==> config.mk <==
export PLATFORM = sky130hd
export DESIGN_NAME = game_flow_ctrl
export DESIGN_NICKNAME = d
export VERILOG_FILES = /design/src/rtl/game_flow_ctrl.sv
export SDC_FILE = /design/constraint.sdc
export NUM_CORES = 1
export LEC_CHECK = 0
export CORE_UTILIZATION = 55
export CTS_CLUSTER_DIAMETER = 40
export DETAILED_ROUTE_END_ITERATION = 7
export PLACE_DENSITY = 0.87
export SLEW_MARGIN = 20
export SYNTH_ARGS = -nofsm -noshare
export SYNTH_HDL_FRONTEND = slang
export SYNTH_SLANG_ARGS = --single-unit
==> constraint.sdc <==
create_clock -name CLOCK_50 -period 3.6 [get_ports CLOCK_50]
set_input_delay 0.54 -clock CLOCK_50 [delete_from_list [all_inputs] [get_ports CLOCK_50]]
set_output_delay 0.54 -clock CLOCK_50 [all_outputs]
set_load 0.03 [all_outputs]
==> src/rtl/game_flow_ctrl.sv <==
// ---------------------------------------------------------------------------
// game_flow_ctrl
//
// Round and lives sequencer for the maze game. It compares pacman's next tile
// against NUM_GHOSTS ghost tiles, runs the frightened (power-pill) window,
// counts lives, times the pause after a death, and drives the reset/enable
// strobes for the sprite controllers, the map RAM writer and the ghost AI.
// Every output is registered, so each output changes one clock after its cause.
//
// Optional feature: define EXTRA_LIFE_EN to award one extra life for every
// EXTRA_LIFE_AT ghosts eaten. Lives saturate at 7. Without the macro, no
// eaten-ghost counter is built and lives only ever go down.
//
// Ports
//   CLOCK_50      in   system clock
//   reset_n       in   asynchronous reset, active low
//   start         in   level; leaves INIT, and its rising edge leaves OVER/CLEAR
//   pac_x/pac_y   in   pacman next tile
//   ghost_x/_y    in   ghost next tiles, ghost i at [i*W +: W]
//   power_pill    in   one-cycle pulse when a power pill is eaten
//   pills_left_z  in   level; no pills remain on the level
//   sprite_reset  out  holds the sprite controllers in reset
//   map_wr_reset  out  holds the map RAM writer in reset
//   ghost_enable  out  lets the ghost AI run
//   frightened    out  frightened window is active
//   ghost_eaten   out  one-cycle pulse per ghost eaten
//   death         out  one-cycle pulse when a life is lost
//   lives         out  lives remaining
//   state         out  0 INIT, 1 PLAY, 2 DYING, 3 OVER, 4 CLEAR
// ---------------------------------------------------------------------------
module game_flow_ctrl #(
    parameter int NUM_GHOSTS    = 4,
    parameter int X_W           = 6,
    parameter int Y_W           = 5,
    parameter int LIVES_INIT    = 3,
    parameter int RESUME_CYCLES = 250000000,
    parameter int FRIGHT_CYCLES = 300000000,
    parameter int EXTRA_LIFE_AT = 8
) (
    input  logic                      CLOCK_50,
    input  logic                      reset_n,
    input  logic                      start,
    input  logic [X_W-1:0]            pac_x,
    input  logic [Y_W-1:0]            pac_y,
    input  logic [NUM_GHOSTS*X_W-1:0] ghost_x,
    input  logic [NUM_GHOSTS*Y_W-1:0] ghost_y,
    input  logic                      power_pill,
    input  logic                      pills_left_z,
    output logic                      sprite_reset,
    output logic                      map_wr_reset,
    output logic                      ghost_enable,
    output logic                      frightened,
    output logic [NUM_GHOSTS-1:0]     ghost_eaten,
    output logic                      death,
    output logic [2:0]                lives,
    output logic [2:0]                state
);

    localparam int RES_W = (RESUME_CYCLES > 1) ? $clog2(RESUME_CYCLES) : 1;
    localparam int FR_W  = (FRIGHT_CYCLES > 1) ? $clog2(FRIGHT_CYCLES) : 1;
    localparam logic [2:0]       LIVES_INIT_V = 3'(LIVES_INIT);
    localparam logic [RES_W-1:0] RES_LOAD     = RES_W'(RESUME_CYCLES - 1);
    localparam logic [FR_W-1:0]  FR_LOAD      = FR_W'(FRIGHT_CYCLES - 1);

    // Reject parameter values that the logic below cannot handle.
    generate
        if (NUM_GHOSTS < 1 || NUM_GHOSTS > 8) begin : g_bad_num_ghosts
            $error("game_flow_ctrl: NUM_GHOSTS must be 1..8");
        end
        if (LIVES_INIT < 1 || LIVES_INIT > 7) begin : g_bad_lives_init
            $error("game_flow_ctrl: LIVES_INIT must be 1..7");
        end
        if (EXTRA_LIFE_AT < 1) begin : g_bad_extra_life_at
            $error("game_flow_ctrl: EXTRA_LIFE_AT must be at least 1");
        end
    endgenerate

    typedef enum logic [2:0] {
        ST_INIT  = 3'd0,
        ST_PLAY  = 3'd1,
        ST_DYING = 3'd2,
        ST_OVER  = 3'd3,
        ST_CLEAR = 3'd4
    } state_t;

    state_t                 state_reg;
    logic [2:0]             lives_reg;
    logic [RES_W-1:0]       resume_cnt_reg;
    logic [FR_W-1:0]        fright_cnt_reg;
    logic                   frightened_reg;
    logic [NUM_GHOSTS-1:0]  ghost_eaten_reg;
    logic                   death_reg;
    logic [NUM_GHOSTS-1:0]  hit_prev_reg;
    logic                   start_prev_reg;
    logic                   sprite_reset_reg;
    logic                   map_wr_reset_reg;
    logic                   ghost_enable_reg;

    logic [NUM_GHOSTS-1:0]  hit;
    logic [NUM_GHOSTS-1:0]  eat_mask;
    logic                   lethal;
    logic                   start_rise;

    genvar gi;
    generate
        for (gi = 0; gi < NUM_GHOSTS; gi++) begin : g_hit
            assign hit[gi] = (ghost_x[gi*X_W +: X_W] == pac_x) &&
                             (ghost_y[gi*Y_W +: Y_W] == pac_y);
        end
    endgenerate

    // Collisions use the frightened value already in the register. A pill
    // eaten in this cycle therefore protects pacman only from the next cycle.
    assign lethal     = (|hit) && !frightened_reg;
    // A ghost that stays on pacman's tile is eaten once, not on every cycle.
    assign eat_mask   = frightened_reg ? (hit & ~hit_prev_reg) : '0;
    assign start_rise = start && !start_prev_reg;

`ifdef EXTRA_LIFE_EN
    localparam int EAT_W = $clog2(EXTRA_LIFE_AT + NUM_GHOSTS + 1);

    logic [EAT_W-1:0] eat_cnt_reg;
    logic [EAT_W-1:0] eat_sum;
    logic             bonus;

    function automatic logic [3:0] popcount(input logic [NUM_GHOSTS-1:0] v);
        logic [3:0] n;
        n = 4'd0;
        for (int i = 0; i < NUM_GHOSTS; i++) begin
            n = n + {3'd0, v[i]};
        end
        return n;
    endfunction

    always_comb begin
        eat_sum = eat_cnt_reg + EAT_W'(popcount(ghost_eaten_reg));
        bonus   = (eat_sum >= EAT_W'(EXTRA_LIFE_AT));
    end

    always_ff @(posedge CLOCK_50 or negedge reset_n) begin
        if (!reset_n) begin
            eat_cnt_reg <= '0;
        end else if (state_reg == ST_INIT) begin
            eat_cnt_reg <= '0;
        end else if (bonus) begin
            eat_cnt_reg <= eat_sum - EAT_W'(EXTRA_LIFE_AT);
        end else begin
            eat_cnt_reg <= eat_sum;
        end
    end
`endif

    // Adds the bonus life, if one is due this cycle, to a lives value that
    // already includes any death in the same cycle. Lives saturate at 7.
    function automatic logic [2:0] apply_bonus(input logic [2:0] l);
`ifdef EXTRA_LIFE_EN
        if (bonus && (l != 3'd7)) begin
            return l + 3'd1;
        end
`endif
        return l;
    endfunction

    always_ff @(posedge CLOCK_50 or negedge reset_n) begin
        if (!reset_n) begin
            state_reg        <= ST_INIT;
            lives_reg        <= LIVES_INIT_V;
            resume_cnt_reg   <= '0;
            fright_cnt_reg   <= '0;
            frightened_reg   <= 1'b0;
            ghost_eaten_reg  <= '0;
            death_reg        <= 1'b0;
            hit_prev_reg     <= '0;
            start_prev_reg   <= 1'b0;
            sprite_reset_reg <= 1'b1;
            map_wr_reset_reg <= 1'b1;
            ghost_enable_reg <= 1'b0;
        end else begin
            hit_prev_reg    <= hit;
            start_prev_reg  <= start;
            death_reg       <= 1'b0;
            ghost_eaten_reg <= '0;
            lives_reg       <= apply_bonus(lives_reg);

            // The frightened window runs down on its own; a pill or a death
            // in PLAY overrides this below.
            if (frightened_reg) begin
                if (fright_cnt_reg == '0) begin
                    frightened_reg <= 1'b0;
                end else begin
                    fright_cnt_reg <= fright_cnt_reg - 1'b1;
                end
            end

            case (state_reg)
                ST_INIT: begin
                    lives_reg      <= LIVES_INIT_V;
                    frightened_reg <= 1'b0;
                    fright_cnt_reg <= '0;
                    if (start) begin
                        state_reg        <= ST_PLAY;
                        sprite_reset_reg <= 1'b0;
                        map_wr_reset_reg <= 1'b0;
                        ghost_enable_reg <= 1'b1;
                    end
                end

                ST_PLAY: begin
                    if (lethal) begin
                        // Any number of lethal ghosts in one cycle cost one life.
                        death_reg        <= 1'b1;
                        frightened_reg   <= 1'b0;
                        fright_cnt_reg   <= '0;
                        ghost_enable_reg <= 1'b0;
                        if (lives_reg > 3'd1) begin
                            state_reg        <= ST_DYING;
                            lives_reg        <= apply_bonus(lives_reg - 3'd1);
                            resume_cnt_reg   <= RES_LOAD;
                            sprite_reset_reg <= 1'b1;
                        end else begin
                            state_reg        <= ST_OVER;
                            lives_reg        <= apply_bonus(3'd0);
                            map_wr_reset_reg <= 1'b1;
                        end
                    end else begin
                        ghost_eaten_reg <= eat_mask;
                        // A repeat pill restarts the window from full length.
                        if (power_pill) begin
                            frightened_reg <= 1'b1;
                            fright_cnt_reg <= FR_LOAD;
                        end
                        if (pills_left_z) begin
                            state_reg        <= ST_CLEAR;
                            map_wr_reset_reg <= 1'b1;
                            ghost_enable_reg <= 1'b0;
                        end
                    end
                end

                ST_DYING: begin
                    if (resume_cnt_reg == '0) begin
                        state_reg        <= ST_PLAY;
                        sprite_reset_reg <= 1'b0;
                        map_wr_reset_reg <= 1'b0;
                        ghost_enable_reg <= 1'b1;
                    end else begin
                        resume_cnt_reg <= resume_cnt_reg - 1'b1;
                    end
                end

                ST_OVER, ST_CLEAR: begin
                    // A start level left high from the previous round must be
                    // released and pressed again.
                    if (start_rise) begin
                        state_reg        <= ST_INIT;
                        lives_reg        <= LIVES_INIT_V;
                        sprite_reset_reg <= 1'b1;
                        map_wr_reset_reg <= 1'b1;
                        ghost_enable_reg <= 1'b0;
                    end
                end

                default: begin
                    state_reg        <= ST_INIT;
                    lives_reg        <= LIVES_INIT_V;
                    sprite_reset_reg <= 1'b1;
                    map_wr_reset_reg <= 1'b1;
                    ghost_enable_reg <= 1'b0;
                end
            endcase
        end
    end

    assign state        = state_reg;
    assign lives        = lives_reg;
    assign frightened   = frightened_reg;
    assign ghost_eaten  = ghost_eaten_reg;
    assign death        = death_reg;
    assign sprite_reset = sprite_reset_reg;
    assign map_wr_reset = map_wr_reset_reg;
    assign ghost_enable = ghost_enable_reg;

endmodule
-- Word-level counts from Yosys, hierarchy flattened
Cells that the tools add are included.
- register bits: 77
- bits of input ports: 60
- output and inout bits: 15
- logic and storage cells: 104
- add/sub/neg operators: 3
- magnitude comparators: 1
- equality and inequality tests: 20
- mux-type cells: 46
- bitwise operators: 3
- reductions and logical operators: 19
- operator list (cell ; count):
    $mux W29 ; 4
    $mux W28 ; 3
    $pmux W29 S2 ; 1
    $pmux W28 S2 ; 1
    $logic_not A29 Y1 ; 1
    $sub A29 B1 Y29 const B ; 1
    $logic_not A28 Y1 ; 1
    $sub A28 B1 Y28 const B ; 1
    $eq A6 B6 Y1 ; 4
    $mux W3 ; 8
    $eq A5 B5 Y1 ; 4
    $mux W1 ; 20
    $mux W4 ; 3
    $ne A2 B2 Y1 const B ; 6
    $pmux W1 S4 ; 3
    $pmux W3 S4 ; 1
    $reduce_and A5 Y1 ; 2
    $pmux W3 S3 ; 1
    $reduce_and A4 Y1 ; 2
    $eq A3 B2 Y1 const B ; 2
    $logic_and A1 B1 Y1 ; 6
    $ne A3 B3 Y1 const B ; 2
    $and A4 B4 Y4 ; 1
    $not A4 Y4 ; 1
    12 further kinds ; 13

-- Depth between registers and ports, before layout
- depth after elaboration: 6
- gate-level depth with buffers: 9
- depth with buffers taken out: 8

-- Worst setup path before layout
Ideal clock, no wire load.
- path kind: flip-flop to flip-flop
- from: register state_reg[2], in the netlist state[2]
- to: register resume_cnt_reg[5]
- setup time: 123 ps
- arrival time: 2260 ps
- required time: 3477 ps
- slack: 1217 ps
- stages on the path, launching flop included: 8
- buffers on the path: 1
- period minus slack after synthesis: 2383 ps
- cell sequence: dfrtp_1 -> buf_2 -> or3b_1 -> or3_1 -> a31o_2 -> or4_1 -> xor2_1 -> nand2_1
- longest elaborated chain between the ends: 3
- elaborated cells between the ends (all ways): 8
- classes of those cells: eq/ne (5); mux (1); reduce/logical (2)
- ends and longest elaborated chain (what ; line ; RTL):
    from (decl) ; 86 ; state_t state_reg;
    from (signal assigned) ; 166 ; state_reg <= ST_INIT;
    from (signal assigned) ; 201 ; state_reg <= ST_PLAY;
    from (signal assigned) ; 216 ; state_reg <= ST_DYING;
    $eq A3 B2 Y1 or $eq A3 B1 Y1 (tied branches) ; 195 ; case (state_reg)
    $ne A2 B2 Y1 (no line) or $reduce_bool A2 Y1 (tied branches) ; n/a ;
    $reduce_and A4 Y1 (no line) ; n/a ;
    to (signal assigned) ; 247 ; resume_cnt_reg <= resume_cnt_reg - 1'b1;
    to (decl) ; 88 ; logic [RES_W-1:0] resume_cnt_reg;
Several ways; a longest one is shown, not always the timed one.
A chain may end at the register's enable or synchronous reset.

-- Worst setup path in the final report
- from: input pac_y[2]
- to: register fright_cnt_reg[19]
- longest elaborated chain between the ends: 6
- elaborated cells between the ends (all ways): 12
- classes of those cells: eq/ne (4); mux (2); reduce/logical (6)
- ends and longest elaborated chain (what ; line ; RTL):
    from (decl) ; 44 ; input logic [Y_W-1:0] pac_y,
    $eq A5 B5 Y1 ; 108 ; (ghost_y[gi*Y_W +: Y_W] == pac_y);
    $logic_and A1 B1 Y1 ; 107 ; assign hit[gi] = (ghost_x[gi*X_W +: X_W] == pac_x) &&
    net hit[1] ; 99 ; logic [NUM_GHOSTS-1:0] hit;
    $reduce_or A4 Y1 ; 114 ; assign lethal = (|hit) && !frightened_reg;
    $logic_and A1 B1 Y1 ; 114 ;
    $mux W29 ; 209 ; if (lethal) begin
    $pmux W29 S2 ; 195 ;
    to (signal assigned) ; 191 ; fright_cnt_reg <= fright_cnt_reg - 1'b1;
    to (decl) ; 89 ; logic [FR_W-1:0] fright_cnt_reg;
The timed path passes the listed nets, and every way through them passes these cells.

==> impl_metrics.yaml <==
run_status:
  outcome: "complete, no violations"
synthesis:
  seq_area_frac_synth_pct: 42.2
  syn_avg_cell_area_sq_um: 9.63
  synthCells: 475
  synth-seq-cells: 77
  ys_warn_count: 0
  ys_async_sr_fraction_pct: 100
  yosysUniqueCellTypes: 60
  synth_area_sq_um: 4580
  syn_nets: 540
  synthFlopType: "dfrtp_1"
  synth-edff-count: 0
global_route:
  overflow: 0
  track_usage_pct: 25.5
  grt_pass1_vias: 3799
  grt_max_degree: 78
  antenna_found_initial: 0
  grt_pass1_wl_microns: 17400
power:
  p_sw_mw: 1.06
  p_leak_nw: 1.98
  pwr-share-seq_pct: 40.5
  power.internal_mw: 1.90
  vdd_drop_max_mv: 0.285
  finalPower_mw: 2.96
  pwr-share-clk_pct: 24.8
  swShare_pct: 35.9
  powerDensity_nw_per_um2: 528
  combPwrFrac_pct: 34.7
timing:
  worst_slew_pin_slew_ps: 951
  fin_crit_sh_pct: 71.6
  clock.fmax_mhz: 388
  fin_crit_ps: 2580
  layout_setup_ws_ps: 1020
  whs_ps: 323
  skew_ps: 3.31
  grt_setup_unrepaired: "false"
  tns_ps: 0
  final-hold-violation-count: 0
  slew_headroom_pct: 36.6
  setup_viol: 0
  final_max_slew_viol_count: 0
critical_path:
  crit_required_ps: 3840
  cp_slowest_cell: "clkdlybuf4s50_1"
  critPathLaunchType: "primary input"
  path_cells: "clkdlybuf4s50_1 > xnor2_1 > nand4_1 > nor3_2 > o41ai_4 > buf_4 > a311oi_1 > buf_4 > nor2_1"
  crit_family: "buffers and inverters"
  cp_common_cell: "buf_4"
  worstPathArrival_ps: 2820
  slowest_delay_ps: 610
  crit_type: "in2reg"
  reg2reg_slack_ps: 1190
  cp_num_buf_inv: 3
  crit_path_max_fanout: 18
  critPathCaptureType: "flip-flop"
floorplanning:
  ios: 75
  fp.coreArea_sq_um: 7890
  die_area_sq_um: 8690
  die_y_microns: 93.2
  die_w_microns: 93.2
  start_util_pct: 58.0
  fp-row-count: 32
clocking:
  cts_buffer_depth: 2
  clk-insertion-delay-late_ps: 350
  htreeDepth: 3
  cts_root_buf: "clkbuf_8"
  path_clk_slew_ps: 80
  cts_buffers: 9
  cts_tree: "yes"
  post_cts_resized: 0
  numClockSinks: 77
  cts_hold_buf: 0
  post_cts_buffers: 0
cells_and_area:
  fin_cells: 649
  layout-drive-gt1-share_pct: 8.59
  largest_register_ffs: 29
  design_area_sq_um: 5610
  nets: 607
  antennaDiodeCount: 0
  fill_cells: 547
  utilization_pct: 71.1
  synthToLayoutAreaGrowth_pct: 22.6
  layout_common_cells: "73 x dfrtp_1, 73 x clkdlybuf4s50_1, 67 x xnor2_1"
drt:
  drt-vias-per-instance: 5.77
  drt_iter0_markers: 195
  ant_nets: 0
  dr.pass1.iters: 5
  wire_per_inst_microns: 15.6
  wl_microns: 10100
  num_vias: 3747
  drc: 0
min_path:
  worstHoldPathType: "in2async"
placed_design:
  placed_cells: 633
  gp_congestion: 0.803
  dp_hpwl_microns: 7500
  placed_area_sq_um: 5380
  numPortBuffers: 74
  dp_slack_ps: 657
job:
  cap_violations: 0
==> synthesized netlist by cell type, types with 3 or more instances <==
cell type   n  share of area [%]
dfstp_2     4                2.3
or4_1       4               0.66
nand3_1    15                1.6
nand2_1    43                3.5
nand4b_1    4               0.77
clkbuf_1   17                1.4
xor2_1     22                4.2
and2_1      5               0.68
ha_1        5                1.4
nor3b_1     7                1.1
dfrtp_1    73                 40
buf_2       5               0.55
nor3_2      4               0.88
a21oi_1    28                3.1
nor4_1      8                1.1
nand3b_1    4               0.66
a31oi_1     3               0.41
nor2b_1     8                1.1
xnor2_1    67                 13
o31ai_4     3                1.4
o21ai_0     9               0.98
or3_1      10                1.4
nor2_1     45                3.7
nand2b_1    4               0.55
nand4_1    11                1.5
nor3_1     12                1.3
nor4b_2     4                1.3
inv_1      10               0.82
==> path summary, 6_finish.rpt <==
path,startpoint,end,depth (start not counted)
max in group asynchronous,reset_n,fright_cnt_reg[12],1
min in group CLOCK_50,hit_prev_reg[2],ghost_eaten[2],1
max reg2reg,fright_cnt_reg[26],fright_cnt_reg[2],5
min,reset_n,fright_cnt_reg[22],1
max,pac_y[2],fright_cnt_reg[19],9
min reg2reg,hit_prev_reg[2],ghost_eaten[2],1
==> layer usage <==
metal	vias to the layer above	global-route usage, %	routed length (microns)
met1	1822	30.8	4310
li1	1802	-	-
met3	15	4.55	391
met2	108	44.9	5210
met4	0	10.1	190
met5	-	0	0
==> logic make-up after synthesis <==
family	count (synthesis)	share of synthesized area, %
xor+xnor	89	17.0
buf+inv	32	2.76
mux	1	0.219
flops	77	42.2
fa+ha+maj	5	1.37
simple gates	204	25.6
compound gates	67	10.8
==> power by group through the flow <==
stage	sequential, mW	clock (mW)	combinational, mW
3_3_place_gp	1.20	0	0.979
6_report	1.20	0.735	1.03
2_1_floorplan	1.22	0	0.680
3_5_place_dp	1.21	0	1.01
4_1_cts	1.20	0.744	1.02
5_1_grt	1.22	0.790	1.13
==> worst reg2reg max path, delay by kind of cell, from the launching register on <==
family	cells	cell delay, ps
AOI/OAI and AO/OA	2	580
and+or+nand+nor	3	1300
DFF	1	420
==> layout make-up <==
type                            instances  area, sq um  area share [%]
Clock buffer                           12          155            2.77
Clock inverter                          4         70.1            1.25
Inverter                               10         37.5           0.669
Multi-Input combinational cell        366         2520            44.9
Sequential cell                        77         1930            34.4
Tap cell                              102          128            2.28
Timing Repair Buffer                   78          768            13.7
Power figures use the tool's default switching activity.
